==> src/rtl/product_accumulator_pkg.sv <==
// Shared definitions for the product accumulator and its upstream multiplier.
// Operand-derived widths live here so both blocks size their buses alike.
package product_accumulator_pkg;

    localparam logic [0:0] ACCUM = 1'b0;
    localparam logic [0:0] HOLD  = 1'b1;

    function automatic int clog2(input int n);
        int r;
        r = 0;
        for (int i = 0; i < 31; i++) begin
            if ((1 << i) < n) r = i + 1;
        end
        return r;
    endfunction

    // Product width: both operands plus two guard bits
    function automatic int zw(input int ml, input int mc);
        return ml + mc + 2;
    endfunction

    function automatic int aw(input int ml, input int mc, input int n);
        return zw(ml, mc) + clog2(n);
    endfunction

endpackage

==> src/rtl/product_accumulator.sv <==
// Sums groups of Num_terms products and hands each total to a
// valid/ready output register, stalling upstream when both slots are full.
module product_accumulator
    import product_accumulator_pkg::*;
#(
    parameter  int Multiplier_length   = 4,
    parameter  int Multiplicand_length = 4,
    parameter  int Num_terms           = 4,
    localparam int ZW = zw(Multiplier_length, Multiplicand_length),
    localparam int AW = aw(Multiplier_length, Multiplicand_length, Num_terms),
    localparam int CW = clog2(Num_terms + 1)
) (
    input  logic          clk,
    input  logic          rst,
    input  logic [ZW-1:0] z,
    input  logic          z_valid,
    output logic          in_ready,
    output logic [AW-1:0] acc,
    output logic          acc_valid,
    input  logic          acc_ready,
    output logic [CW-1:0] term_cnt,
    output logic          overflow
);

    logic [0:0]    state;
    logic [0:0]    state_nxt;
    logic [AW-1:0] sum;
    logic [AW-1:0] sum_nxt;
    logic [AW-1:0] sum_add;
    logic [CW-1:0] cnt_nxt;
    logic [CW-1:0] cnt_add;
    logic [AW-1:0] acc_nxt;
    logic          acc_valid_nxt;
    logic          overflow_nxt;
    logic          take;
    logic          out_free;
    logic          last;

    assign in_ready = (state == ACCUM);

    always_comb begin
        take          = acc_valid & acc_ready;
        out_free      = ~acc_valid | take;
        sum_add       = sum + AW'(z);
        cnt_add       = term_cnt + CW'(1);
        last          = (cnt_add == CW'(Num_terms));
        state_nxt     = state;
        sum_nxt       = sum;
        cnt_nxt       = term_cnt;
        acc_nxt       = acc;
        acc_valid_nxt = acc_valid & ~acc_ready;
        overflow_nxt  = overflow;
        unique case (state)
            ACCUM: begin
                if (z_valid) begin
                    if (last && out_free) begin
                        acc_nxt       = sum_add;
                        acc_valid_nxt = 1'b1;
                        sum_nxt       = '0;
                        cnt_nxt       = '0;
                    end else begin
                        // Full total with output busy parks here until drained
                        if (last) state_nxt = HOLD;
                        sum_nxt = sum_add;
                        cnt_nxt = cnt_add;
                    end
                end
            end
            HOLD: begin
                if (z_valid) overflow_nxt = 1'b1;
                if (take) begin
                    acc_nxt       = sum;
                    acc_valid_nxt = 1'b1;
                    sum_nxt       = '0;
                    cnt_nxt       = '0;
                    state_nxt     = ACCUM;
                end
            end
        endcase
    end

    always_ff @(posedge clk) begin
        if (rst) begin
            state     <= ACCUM;
            sum       <= '0;
            term_cnt  <= '0;
            acc       <= '0;
            acc_valid <= 1'b0;
            overflow  <= 1'b0;
        end else begin
            state     <= state_nxt;
            sum       <= sum_nxt;
            term_cnt  <= cnt_nxt;
            acc       <= acc_nxt;
            acc_valid <= acc_valid_nxt;
            overflow  <= overflow_nxt;
        end
    end

endmodule
==> config.mk <==
export PLATFORM = sky130hd
export DESIGN_NAME = product_accumulator
export DESIGN_NICKNAME = d
export VERILOG_FILES = /design/src/rtl/product_accumulator_pkg.sv /design/src/rtl/product_accumulator.sv
export SDC_FILE = /design/constraint.sdc
export NUM_CORES = 1
export LEC_CHECK = 0
export ABC_CLOCK_PERIOD_IN_PS = 4000
export CORE_MARGIN = 5
export CORE_UTILIZATION = 47
export DETAILED_ROUTE_END_ITERATION = 12
export HOLD_SLACK_MARGIN = 0.1
export PLACE_DENSITY = 0.73
export SLEW_MARGIN = 20
export SYNTH_ARGS = -nofsm -noshare
export SYNTH_HDL_FRONTEND = slang
export SYNTH_SLANG_ARGS = --single-unit
==> constraint.sdc <==
create_clock -name clk -period 4 [get_ports clk]
set_input_delay 0.8 -clock clk [delete_from_list [all_inputs] [get_ports clk]]
set_output_delay 0.8 -clock clk [all_outputs]
set_load 0.05 [all_outputs]
# Yosys cells after proc, flatten, opt, wreduce, memory -nomap -nowiden
# Index checks and enable logic that the tools add are counted.
# Widths: inputs -> output; s select.
totals:
  reg_bits: 30
  output_inout_bits: 18
  in_bits: 14
classes:
  eq_ne: 4
  add_sub_neg: 2
  n_reduce_logical: 4
  bitwise_logic: 6
  mux: 21
op_table:
  columns: ["op", "n"]
  rows:
  - ["$mux 12", 6]
  - ["$pmux 12 s2", 2]
  - ["$add 12x10->12", 1]
  - ["$mux 3", 3]
  - ["$mux 1", 7]
  - ["$pmux 3 s2", 1]
  - ["$ne 2x1->1 const B", 2]
  - ["$pmux 1 s2", 2]
  - ["$reduce_and 2->1", 2]
  - ["$add 3x1->3 const B", 1]
  - ["$eq 3x3->1 const B", 1]
  - ["$not 1->1", 3]
  - ["$reduce_and 3->1", 1]
  - ["$and 1x1->1", 2]
  - ["$ne 2x2->1 const B", 1]
  - ["$logic_and 1x1->1", 1]
  - ["$or 1x1->1", 1]

# Depth between registers and ports, before layout
depth:
  ltp_word: 6
  ltp_mapped: 7
  depth_no_buf: 7

# Worst setup path after synthesis
# OpenSTA, ideal clock, no wires.
synth_timing:
  path_type: "input-to-reg"
  startpoint: "input port z[0]"
  endpoint: "register acc[8]"
  setup_slack_ns: 1.466
  stages: 7
  t_arrival_ns: 2.402
  cell_sequence: "ha_1 -> fa_1 -> a21o_1 -> and4_1 -> o2111a_1 -> a311oi_2 -> o41ai_2"
synth_between:
  elab_chain_len: 4
synth_rtl:
  columns: ["element", "line", "text"]
  rows:
  - ["start, declared", "product_accumulator.sv:15", "input logic [ZW-1:0] z,"]
  - ["$add 12x10->12", "product_accumulator.sv:44", "sum_add = sum + AW'(z);"]
  - ["$mux 12", "product_accumulator.sv:56", "if (last && out_free) begin"]
  - ["$mux 12", "product_accumulator.sv:55", "if (z_valid) begin"]
  - ["$pmux 12 s2", "product_accumulator.sv:53", "unique case (state)"]
  - ["end signal, assigned", "product_accumulator.sv:94", "acc <= acc_nxt;"]
  - ["end, declared", "product_accumulator.sv:18", "output logic [AW-1:0] acc,"]
# Every way passes these cells. The select of a mux whose other input is x is not followed.
# A chain may end at the register's enable or synchronous reset.

# Worst setup path in the final report
# Ends and elaborated chain as after synthesis.

==> impl_metrics.env <==
export IMPL_grt_pass1_wl_mm=7.96
export IMPL_numCtsBuffers=5
export IMPL_p_leak_nw=0.934
export IMPL_clock_skew_ps=6.58
export IMPL_swShare_pct=30.0
export IMPL_routed_wl_mm=4.63
export IMPL_crit_chain="clkdlybuf4s50_1 -> ha_1 -> fa_1 -> a21o_1 -> and4_1 -> o2111a_1 -> a311oi_2 -> o41ai_2"
export IMPL_fmax_mhz=358
export IMPL_coreArea_sq_um=4000
export IMPL_synth_edf_count=0
export IMPL_ys_async_sr_fraction_pct=0
export IMPL_drive_gt1_share_pct=9.77
export IMPL_first_pass_iters=4
export IMPL_regArea_sq_um=601
export IMPL_clockBufferDepth=2
export IMPL_worst_pin_slew_ps=760
export IMPL_synth_top_family_by_area="compound AO/OA/AOI/OAI gates"
export IMPL_multi_input_area_sq_um=1240
export IMPL_start_util_pct=48.7
export IMPL_synth_compound_gate_area_share_pct=29.5
export IMPL_hold_viol=0
export IMPL_ant_nets=0
export IMPL_avgViaCountPerCell=5.85
export IMPL_wl_per_cell_um=15.1
export IMPL_ys_warn_count=0
export IMPL_antenna_cells=0
export IMPL_min_period_ps=2800
export IMPL_grt_pass1_vias=1699
export IMPL_p_seq_share_pct=38.8
export IMPL_avgSynthCellArea_sq_um=8.54
export IMPL_fp_dieW_um=74.4
export IMPL_cts_setup_buffers=0
export IMPL_pin_count=32
export IMPL_ctsHtreeMaxLevel=2
export IMPL_die_h_um=74.4
export IMPL_whs_ps=476
export IMPL_clkPwrFrac_pct=35.3
export IMPL_drc=0
export IMPL_synth_xor_area_share_pct=3.08
export IMPL_grt_antenna_before_repair=0
export IMPL_path_max_fanout=4
export IMPL_cp_required_ps=4150
export IMPL_drv_cap=0
export IMPL_port_buffers=31
export IMPL_insertion_delay_ps=290
export IMPL_rsz0062_at_grt="no"
export IMPL_synth_nets=255
export IMPL_cts_tree="yes"
export IMPL_cp_data_arrival_time_ps=2950
export IMPL_vias=1791
export IMPL_min_path_type="flip-flop to flip-flop"
export IMPL_synth_area_sq_um=1950
export IMPL_ctsHoldBuffers=0
export IMPL_slowest_delay_ps=420
export IMPL_rows=23
export IMPL_cts_sinks=30
export IMPL_fp_dieArea_sq_um=5530
export IMPL_muxShareOfSynthArea_pct=1.54
export IMPL_outcome="finished clean"
export IMPL_grt_max_degree=22
export IMPL_synth_simple_area_share_pct=20.6
export IMPL_final_max_slew_viol_count=0
export IMPL_yosys_register_bits=30
export IMPL_combPwrFrac_pct=25.9
export IMPL_power_internal_uw=594
export IMPL_synthCells=228
export IMPL_critPathLaunchType="input pin"
export IMPL_grt_use_total_pct=18.6
export IMPL_worst_path_max_delay_cell="clkdlybuf4s50_1"
export IMPL_fill_cells=369
export IMPL_tns_ps=0
export IMPL_clk_pin_slew_worst_paths_ps=60
export IMPL_vdd_drop_max_v=0.000246
export IMPL_gp_congestion=0.782
export IMPL_setup_violations=0
export IMPL_synthAdderAreaFrac_pct=8.73
export IMPL_yosysUniqueCellTypes=58
export IMPL_switchingPower_uw=254
export IMPL_slew_headroom_pct=49.1
export IMPL_syn2layout_area_growth_pct=21.3
export IMPL_finalNetCount=282
export IMPL_fin_crit_sh_pct=69.9
export IMPL_seq_area_frac_synth_pct=30.8
export IMPL_drt_iter0_drc=145
export IMPL_crit_type="input pin to flip-flop"
export IMPL_crit_path_end_kind="flip-flop"
export IMPL_dp_hpwl_mm=3.31
export IMPL_cts_root_buf="clkbuf_8"
export IMPL_synth_ff_type="dfxtp_1"
export IMPL_cts_resized=0
export IMPL_grt_overflow_total=0
export IMPL_powerDensity_nw_per_um2=359
-- power by group through the flow --
stage | Clock [mW] | Sequential, mW | Combinational (mW)
after floorplan | 0 | 0.338 | 0.173
after detailed placement | 0 | 0.336 | 0.218
final | 0.300 | 0.329 | 0.220
after CTS | 0.309 | 0.329 | 0.220
after global routing | 0.325 | 0.332 | 0.247
after global placement | 0 | 0.335 | 0.216
-- metrics by stage --
| stage | worst slack, ps | power, mW | util (%) | std cells | instance area [sq um] |
|---|---|---|---|---|---|
| global placement | 941 | 0.551 | 56.4 | 298 | 2260 |
| CTS | 1200 | 0.858 | 59.1 | 306 | 2360 |
| detailed placement | 903 | 0.553 | 56.4 | 298 | 2260 |
| floorplan | 1470 | 0.511 | - | 228 | 1950 |
| global route | 1090 | 0.903 | 59.1 | 306 | 2360 |
| finish | 1200 | 0.849 | 59.1 | 306 | 2360 |
-- state kept, by name, indices dropped and copies added (netlist names) --
register / cells
acc: 12
sum: 12
term_cnt: 3
acc_valid: 1
overflow: 1
state: 1
-- path summary, 6_finish.rpt --
| check | startpoint | end | slack (ps) | cells past startpoint |
|---|---|---|---|---|
| setup / recovery | z[0] | acc[8]$_SDFFE_PP0P_ | 1200 | 8 |
| setup reg to reg | state$_SDFF_PP0_ | acc[9]$_SDFFE_PP0P_ | 1810 | 5 |
| hold reg to reg | overflow$_SDFFE_PP0P_ | overflow$_SDFFE_PP0P_ | 480 | 2 |
| hold / removal | overflow$_SDFFE_PP0P_ | overflow$_SDFFE_PP0P_ | 480 | 2 |
-- synthesized netlist by cell type (3+ instances only) --
| library cell | number | area [sq um] |
|---|---|---|
| nand2b_1 | 3 | 18.8 |
| a31oi_1 | 3 | 18.8 |
| a21oi_1 | 12 | 60.1 |
| a21o_1 | 6 | 45.0 |
| a22oi_1 | 6 | 45.0 |
| nand3_1 | 10 | 50.1 |
| xor2_1 | 3 | 26.3 |
| nor3_1 | 6 | 30.0 |
| nor2_1 | 31 | 116 |
| nor2b_1 | 5 | 31.3 |
| o21ai_0 | 14 | 70.1 |
| clkbuf_1 | 3 | 11.3 |
| ha_1 | 12 | 150 |
| nand4_1 | 3 | 18.8 |
| nand2_1 | 11 | 41.3 |
| a211oi_1 | 6 | 45.0 |
| or3_1 | 3 | 18.8 |
| buf_6 | 3 | 33.8 |
| inv_1 | 7 | 26.3 |
| dfxtp_1 | 30 | 601 |
| mux2i_1 | 3 | 30.0 |
-- kinds of logic (layout without fill, tap and decap cells) --
family                     after synthesis  after routing
AOI/OAI and AO/OA                       74             74
muxes                                    3              3
and+or+nand+nor                         81             81
xor gates and xnor gates                 6              6
adders and majority gates               13             13
buffers and inverters                   21             49
DFF                                     30             30
-- layout make-up --
type	count	area share, %
Multi-Input combinational cell	177	52.4
Tap cell	50	2.65
Clock buffer	7	3.23
Inverter	8	1.27
Sequential cell	30	25.4
Clock inverter	1	1.27
Timing Repair Buffer	33	13.8
-- per-layer routing --
| metal | track usage [%] | share of wire, % |
|---|---|---|
| met4 | 7.71 | 1.8 |
| met3 | 4.46 | 5.1 |
| met1 | 24.6 | 48 |
| met5 | 0 | 0 |
| met2 | 29.2 | 45 |
-- cell usage in the layout (no fill, tap or decap), types with 2 or more instances in the layout --
cell and n:
xnor2_1 2, nand3_1 10, nand2b_1 3, a211oi_1 6, nor2b_1 5, nor3_1 6
a21oi_2 2, nand3b_1 2, o21ai_0 14, o21ai_1 2, a311oi_2 2, clkbuf_8 5
inv_1 7, a31oi_1 3, a21oi_1 12, dfxtp_1 30, nand4_1 3, clkbuf_1 2
mux2i_1 3, xor2_1 3, a32oi_1 2, a221oi_1 2, a211oi_2 2, clkdlybuf4s50_1 31
nor2_1 31, a22oi_1 6, nand2_1 11, buf_4 2, or3_1 3, ha_1 12
a21o_1 6
-- worst max-delay path: cells and delay by family --
family                   cells  cell delay, ps
AND/OR/NAND/NOR              1             230
adder cells (fa/ha/maj)      2             650
buffers and inverters        1             420
AO/OA/AOI/OAI                4             850
(Power assumes the default switching activity.)
